## config.mk

```make
export PLATFORM = sky130hd
export DESIGN_NAME = io_pattern_tester
export DESIGN_NICKNAME = d
export VERILOG_FILES = /design/src/rtl/io_pattern_tester.sv
export SDC_FILE = /design/constraint.sdc
export NUM_CORES = 1
export LEC_CHECK = 0
export ABC_CLOCK_PERIOD_IN_PS = 2900
export BUFFER_PORTS_ARGS = -buffer_cell sky130_fd_sc_hd__buf_2
export CAP_MARGIN = 25
export CORE_ASPECT_RATIO = 0.7
export CORE_MARGIN = 5
export CORE_UTILIZATION = 45
export CTS_CLUSTER_DIAMETER = 200
export DETAILED_ROUTE_END_ITERATION = 16
export HOLD_SLACK_MARGIN = 0.1
export PLACE_DENSITY_LB_ADDON = 0.15
export SKIP_CTS_REPAIR_TIMING = 1
export SYNTH_ARGS = -nofsm -noshare
export SYNTH_HDL_FRONTEND = slang
export SYNTH_SLANG_ARGS = --single-unit
```

## constraint.sdc

```tcl
create_clock -name clk -period 2.9 [get_ports clk]
set_input_delay 0.29 -clock clk [delete_from_list [all_inputs] [get_ports clk]]
set_output_delay 0.29 -clock clk [all_outputs]
set_load 0.005 [all_outputs]
```

## src/rtl/io_pattern_tester.sv

```systemverilog
// IO bank bring-up pattern generator: COUNT, WALK, LFSR and paired-pin LOOPBACK.
// Define IOPT_FAIL_MASK_EN to build per-pin failure accumulation into fail_mask.
module io_pattern_tester #(
  parameter int NUM_IO  = 31,
  parameter int DIV_W   = 8,
  parameter int RUN_LEN = 256,
  parameter int CNT_W   = 16
) (
  input  logic              clk,
  input  logic              rst_n,
  input  logic              start,
  input  logic [1:0]        mode,
  input  logic [DIV_W-1:0]  div,
  input  logic [NUM_IO-1:0] io_in,
  output logic [NUM_IO-1:0] io_out,
  output logic [NUM_IO-1:0] io_oeb,
  output logic              busy,
  output logic              done,
  output logic [CNT_W-1:0]  err_cnt,
  output logic [NUM_IO-1:0] fail_mask
);
  typedef enum logic [1:0] {IDLE, RUN, DONE} state_t;

  localparam logic [1:0]  M_COUNT = 2'd0;
  localparam logic [1:0]  M_WALK  = 2'd1;
  localparam logic [1:0]  M_LFSR  = 2'd2;
  localparam logic [1:0]  M_LOOP  = 2'd3;
  localparam logic [31:0] TAPS    = 32'h8020_0003;
  localparam int          WI_W    = $clog2(NUM_IO);

  function automatic logic [NUM_IO-1:0] odd_bits();
    logic [NUM_IO-1:0] m;
    m = '0;
    for (int i = 1; i < NUM_IO; i += 2) m[i] = 1'b1;
    return m;
  endfunction

  localparam logic [NUM_IO-1:0] ODD  = odd_bits();
  localparam logic [NUM_IO-1:0] EVEN = ~odd_bits();

  state_t           state;
  logic [1:0]       mode_q;
  logic [DIV_W-1:0] div_q;
  logic [DIV_W-1:0] divcnt;
  logic [31:0]      step;
  logic [31:0]      lfsr;
  logic [WI_W-1:0]  widx;

  logic              tick, last, mis_any;
  logic [31:0]       step_n, lfsr_n;
  logic [NUM_IO-1:0] pair_mis;

  assign tick   = (state == RUN) && (divcnt == div_q);
  assign step_n = step + 32'd1;
  assign last   = (step_n == 32'(RUN_LEN));
  assign lfsr_n = lfsr[0] ? ((lfsr >> 1) ^ TAPS) : (lfsr >> 1);

  // Odd pin 2k+1 is jumpered from even pin 2k; the top pin of an odd-sized bank is never checked.
  assign pair_mis = (io_in ^ {io_out[NUM_IO-2:0], 1'b0}) & ODD;
  // Step 0 means this is the first tick: pads have not yet carried a pattern.
  assign mis_any  = (mode_q == M_LOOP) && (step != 32'd0) && (|pair_mis);

  always_ff @(posedge clk or negedge rst_n) begin
    if (!rst_n) begin
      state   <= IDLE;
      mode_q  <= M_COUNT;
      div_q   <= '0;
      divcnt  <= '0;
      step    <= '0;
      lfsr    <= 32'h1;
      widx    <= '0;
      io_out  <= '0;
      io_oeb  <= '1;
      busy    <= 1'b0;
      done    <= 1'b0;
      err_cnt <= '0;
    end else begin
      case (state)
        IDLE, DONE: begin
          if (start) begin
            state   <= RUN;
            mode_q  <= mode;
            div_q   <= div;
            divcnt  <= '0;
            step    <= '0;
            lfsr    <= 32'h1;
            widx    <= '0;
            err_cnt <= '0;
            busy    <= 1'b1;
            done    <= 1'b0;
          end
        end
        RUN: begin
          divcnt <= tick ? '0 : divcnt + 1'b1;
          if (tick) begin
            step <= step_n;
            lfsr <= lfsr_n;
            widx <= (widx == WI_W'(NUM_IO - 1)) ? '0 : widx + 1'b1;
            if (mis_any && (err_cnt != '1)) err_cnt <= err_cnt + 1'b1;
            if (last) begin
              state  <= DONE;
              busy   <= 1'b0;
              done   <= 1'b1;
              io_out <= '0;
              io_oeb <= '1;
            end else begin
              case (mode_q)
                M_COUNT: begin io_out <= step_n[NUM_IO-1:0];          io_oeb <= '0;  end
                M_WALK:  begin io_out <= NUM_IO'(1) << widx;          io_oeb <= '0;  end
                M_LFSR:  begin io_out <= lfsr_n[NUM_IO-1:0];          io_oeb <= '0;  end
                default: begin io_out <= lfsr_n[NUM_IO-1:0] & EVEN;   io_oeb <= ODD; end
              endcase
            end
          end
        end
        default: state <= IDLE;
      endcase
    end
  end

`ifdef IOPT_FAIL_MASK_EN
  always_ff @(posedge clk or negedge rst_n) begin
    if (!rst_n)
      fail_mask <= '0;
    else if (state != RUN && start)
      fail_mask <= '0;
    else if (tick && mode_q == M_LOOP && step != 32'd0)
      fail_mask <= fail_mask | pair_mis;
  end
`else
  assign fail_mask = '0;
`endif

endmodule

```

# Word level (Yosys, flattened, before mapping)

Cells that the tools add are included.
Widths: inputs -> output; s select.

Register bits after elaboration: 169
Latch bits: 0
Bits in writable memories: 0
Bits in read-only memories: 0
Input port bits: 44
Output and inout port bits: 111
Logic and storage cells: 84
Memories kept: 0

$add $sub $neg: 4
$mul: 0
Divide/modulo/power cells: 0
$lt $le $gt $ge: 0
Equal/unequal tests: 13
Shifts and indexed selects: 1
Multiplexer cells: 34
Bitwise logic cells: 2
Reduce and logical (&&, ||, !) cells: 18

Operators by type and width:

| kind                  | count |
|---|---|
| $mux 32               | 5 |
| $pmux 32 s2           | 2 |
| $pmux 31 s3           | 1 |
| $mux 31               | 2 |
| $mux 16               | 3 |
| $add 32x1->32 const B | 1 |
| $eq 32x9->1 const B   | 1 |
| $pmux 16 s2           | 1 |
| $reduce_bool 32->1    | 1 |
| $shl 1x5->31 const A  | 1 |
| $mux 30               | 1 |
| $xor 30x30->30        | 1 |
| $add 16x1->16 const B | 1 |
| $mux 8                | 2 |
| $ne 16x16->1 const B  | 1 |
| $pmux 8 s2            | 1 |
| $mux 5                | 3 |
| $reduce_or 15->1      | 1 |
| $pmux 5 s2            | 1 |
| $add 8x1->8 const B   | 1 |
| $eq 8x8->1            | 1 |
| $reduce_and 4->1      | 2 |
| $eq 2x2->1 const B    | 3 |
| $mux 1                | 6 |
| 16 further kinds      | 29 |

# Depth between registers and ports, before layout

Depth after elaboration: 7
Gate-level depth with buffers: 12
Mapped depth without buffers: 9

# Worst setup path before layout

No wires, ideal clock.

Path kind: reg2reg
Start: register step[0]
End: register io_out[16]
Library setup time: 0.148 ns
Arrival: 2.630 ns
Data required time: 2.752 ns
Slack: 0.123 ns
Cell stages (with the launch flop): 11
Buffers on the path: 2
Clock period less this slack: 2.777 ns
Path through: dfrtp_1 -> ha_1 -> buf_2 -> and4_1 -> buf_2 -> nand2_1 -> or4_1 -> a22oi_1 -> nand4_1 -> o311ai_4 -> o221ai_1

Cells in the longest elaborated chain, start to end: 3
Elaborated cells between the ends (all ways): 4
Classes of those cells: add/sub: 1; eq/ne: 1; mux: 2

RTL lines:

| item                                       | RTL line | source |
|---|---|---|
| from (decl)                                | 45       | `logic [31:0] step;` |
| from (signal assigned)                     | 96       | `step <= step_n;` |
| $add 32x1->32 (*)                          | 54       | `assign step_n = step + 32'd1;` |
| $eq 32x9->1 or $pmux 31 s3 (tied branches) | 55, 107  |  |
| $mux 31 (*)                                | 100      | `if (last) begin` |
| to (signal assigned)                       | 104      | `io_out <= '0;` |
| to (signal assigned)                       | 108      | `M_COUNT: begin io_out <= step_n[NUM_IO-1:0]; io_oeb <= '0; end` |
| to (signal assigned)                       | 109      | `M_WALK: begin io_out <= NUM_IO'(1) << widx; io_oeb <= '0; end` |
| to (decl)                                  | 15       | `output logic [NUM_IO-1:0] io_out,` |

Mark *: on every way between the ends. The rest lies on a longest branch, timed or not.
A chain may end at the register's enable or synchronous reset.

# Worst setup path in the final report

Start: register step[1]
End: register io_out[6]

The elaborated chain is that of the path after synthesis.

==> summary.md <==
| Metric | Value |
|---|---|
| Final Net Count | 1189 |
| Overall Power | 9.28 mW |
| Core Area | 19100 um2 |
| Initial antenna violation count | 0 |
| Setup crit end kind | flip-flop |
| Die area | 22500 um2 |
| Post-synthesis mux area share | 1.14% |
| Clock Skew | 0.0137 ns |
| Die height | 127 um |
| Area share of the largest cell type after synthesis | 39.0% |
| Synth Area in XOR/XNOR | 5.58% |
| Maximum VDD drop | 0.500 mV |
| Total gr overflow | 0 |
| Worst Path Max Fanout | 5 |
| Vias per cell | 5.70 |
| RSZ-0062 raised after global routing | no |
| Final Setup Violations | 0 |
| Clk root buf | clkbuf_16 |
| Mapped Avg Cell Area | 8.52 um2 |
| Min Hold Slack | 0.267 ns |
| Placement Rows | 42 |
| CTS Buffer Depth | 2 |
| Pwr/cell area | 897 nW/um2 |
| Ant. Diodes | 0 |
| Vias | 8045 |
| Pre-antenna DRT Iters | 6 |
| Ys Warns | 0 |
| Synth Register Bits | 140 |
| Synth Instances | 1032 |
| Routed WL per cell | 18.9 um |
| Number of I/O port buffers | 107 |
| Vias in the first global route | 7132 |
| Top-Level Pins | 155 |
| Outcome | complete, no violations |
| P_leak | 4.70 nW |
| DP Wirelength | 19300 um |
| DRC violations left | 0 |
| Initial DRC count | 918 |
| CTS Buf Count | 17 |
| Post-synth ARST share | 100% |
| Post-Synth Adder-Cell Area | 1.57% |
| Largest net degree at the start of global routing | 72 |
| Synth Area in Simple Gates | 24.1% |
| Sequential area share after synthesis | 39.9% |
| P&R area growth vs syn | 17.7% |
| Total clock sinks | 140 |
| Worst Path Required | 3.20 ns |
| Final min period | 2.75 ns |
| Starting density of the core | 46.1% |
| Crit share post-route | 94.8% |
| Top cells by area, synth | dfrtp_1 (39%), nand2_1 (7.6%), o21ai_0 (5.6%) |
| Total global-route track usage | 23.2% |
| Relative slew slack | 53.0% |
| Critical Path AT | 3.04 ns |
| Worst-margin pin slew | 0.703 ns |
| H-tree Lvls | 4 |
| Cell variety after synth | 66 |
| Setup_tns | 0 ns |
| Max-capacitance violation count | 0 |
| Peak Freq | 0.364 GHz |
| Critical path class | flip-flop to flip-flop |
| Cell area after synthesis | 8790 um2 |
| CTS tree | done |
| Crit start category | flip-flop |
| Post-synth EDFFs | 0 |
| Worst min path class | input port to flip-flop |
| Chip width | 177 um |
| Layout cells sized above 1 | 21.8% |
| Clock latency on the worst-skew pair | 0.43 ns |
| Top_reg_cell synth | dfrtp_1 |
| Largest family of logic cells by synthesized area | simple AND/OR/NAND/NOR gates |
| Final WL | 26700 um |
| GPL Wtd Cong | 0.955 |
| Yosys top cell by area | dfrtp_1 |
| First-pass GRT wire length | 41200 um |
| Routed Antenna Nets | 0 |
| Reg clk slew, reported paths | 0.07 ns |
| Max Slew Vio Count | 0 |
| Compound-Gate Fraction of Synth Area | 17.6% |
| Final hold viol count | 0 |
==> cell families after synthesis <==
family                     count (synthesis)
adders and majority gates                 11
DFF                                      140
buffers and inverters                    163
xor gates and xnor gates                  56
muxes                                     10
AOI/OAI and AO/OA                        243
and+or+nand+nor                          408
other                                      1
==> stage by stage <==
| stage | instance area [um2] | setup WS [ns] | cells | util [%] |
|---|---|---|---|---|
| final | 10300 | 0.151 | 1411 | 54.2 |
| after detailed placement | 9590 | 0.138 | 1366 | 50.3 |
| after CTS | 10200 | 0.0942 | 1398 | 53.3 |
| after floorplan | 8900 | 0.123 | 1062 | - |
| after global routing | 10300 | 0.0146 | 1411 | 54.2 |
| after global placement | 9580 | 0.130 | 1365 | 50.2 |
==> state kept, by name, indices dropped and copies added (netlist names) <==
name and flops:
divcnt 8, mode_q 2, busy 1, div_q 8, step 32, widx 5
io_oeb 2, io_out 31, state 2, done 1, lfsr 32, err_cnt 16
==> report_power, final <==
| part | total (mW) | internal [mW] | switching [mW] |
|---|---|---|---|
| sequential | 3.52 | 2.68 | 0.838 |
| clock | 2.19 | 1.22 | 0.977 |
| combinational | 3.57 | 1.48 | 2.09 |
| total | 9.28 | 5.37 | 3.90 |
==> path summary, 6_finish.rpt <==
check,startpoint,end,slack [ns],depth (start not counted)
min,start,state[1],0.27,3
max in group asynchronous,rst_n,lfsr[2],1.71,3
max reg2reg,step[1],io_out[6],0.15,10
min in group asynchronous,rst_n,step[5],0.42,2
min reg2reg,io_out[21],io_out[21],0.47,2
max,step[1],io_out[6],0.15,10
==> cell type report <==
type	count	area, um2
Clock inverter	14	149
Fill cell	1770	8730
Sequential cell	140	3510
Clock buffer	18	429
Tap cell	264	330
Timing Repair Buffer	192	1250
Multi-Input combinational cell	760	4590
Inverter	23	86.3
==> per-layer routing <==
| metal | vias up | global-route usage [%] | wire, um | share of wire, % |
|---|---|---|---|---|
| li1 | 3802 | - | - | - |
| met3 | 25 | 5.26 | 2740 | 10 |
| met4 | 0 | 4.87 | 291 | 1.1 |
| met2 | 371 | 30.9 | 10400 | 39 |
| met5 | - | 0 | 0 | 0 |
| met1 | 3847 | 37.9 | 13200 | 49 |
==> cell usage after synthesis, types with 4 or more instances <==
cell type,count
o21ai_0,98
nand4_2,4
a21oi_1,32
nand2_1,177
buf_2,15
xnor2_1,25
o21a_1,4
nor2_1,41
nor4_2,5
and4_1,7
and2_1,4
ha_1,11
nand3_1,54
and3_1,13
inv_1,23
nor4_1,14
o31ai_1,49
mux2i_1,10
dfrtp_1,137
o221ai_1,7
a211oi_1,6
clkbuf_1,51
or4_1,6
buf_4,64
nand4_1,24
or3_1,8
nor3_1,12
nor2b_1,12
buf_1,8
nand2b_1,7
xor2_1,31
o22ai_1,9
a31oi_1,6
==> cell usage in the layout, fill, tap and decap left out, types with 5 or more instances in the layout <==
cell type	Yosys	layout
dlygate4sd3_1	0	11
nor4_2	5	5
xnor2_1	25	25
nor2_1	41	39
nand4_2	4	5
inv_1	23	23
nand3_1	54	53
a21oi_1	32	31
nor3_1	12	12
nand4_1	24	24
buf_4	64	70
nand2_1	177	177
dfrtp_1	137	133
and4_1	7	6
a211oi_1	6	6
nor4_1	14	12
conb_1	1	31
inv_6	0	5
nand2b_1	7	7
or4_1	6	6
buf_2	15	106
o31ai_1	49	49
nor2b_1	12	11
or3_1	8	8
o221ai_1	7	7
a31oi_1	6	6
and3_1	13	13
o22ai_1	9	9
clkbuf_16	0	17
mux2i_1	10	10
xor2_1	31	31
o21ai_0	98	98
ha_1	11	11
==> critical path, cell delays in order, from the launching register on <==
cell	delay, ns
dfrtp_1	0.38
ha_1	0.21
nand4_2	0.24
buf_4	0.24
nor4_2	0.22
nand4_1	0.14
a211oi_1	0.31
nand4_2	0.24
o311ai_4	0.34
buf_4	0.20
o221ai_1	0.11
(Power assumes the default switching activity.)
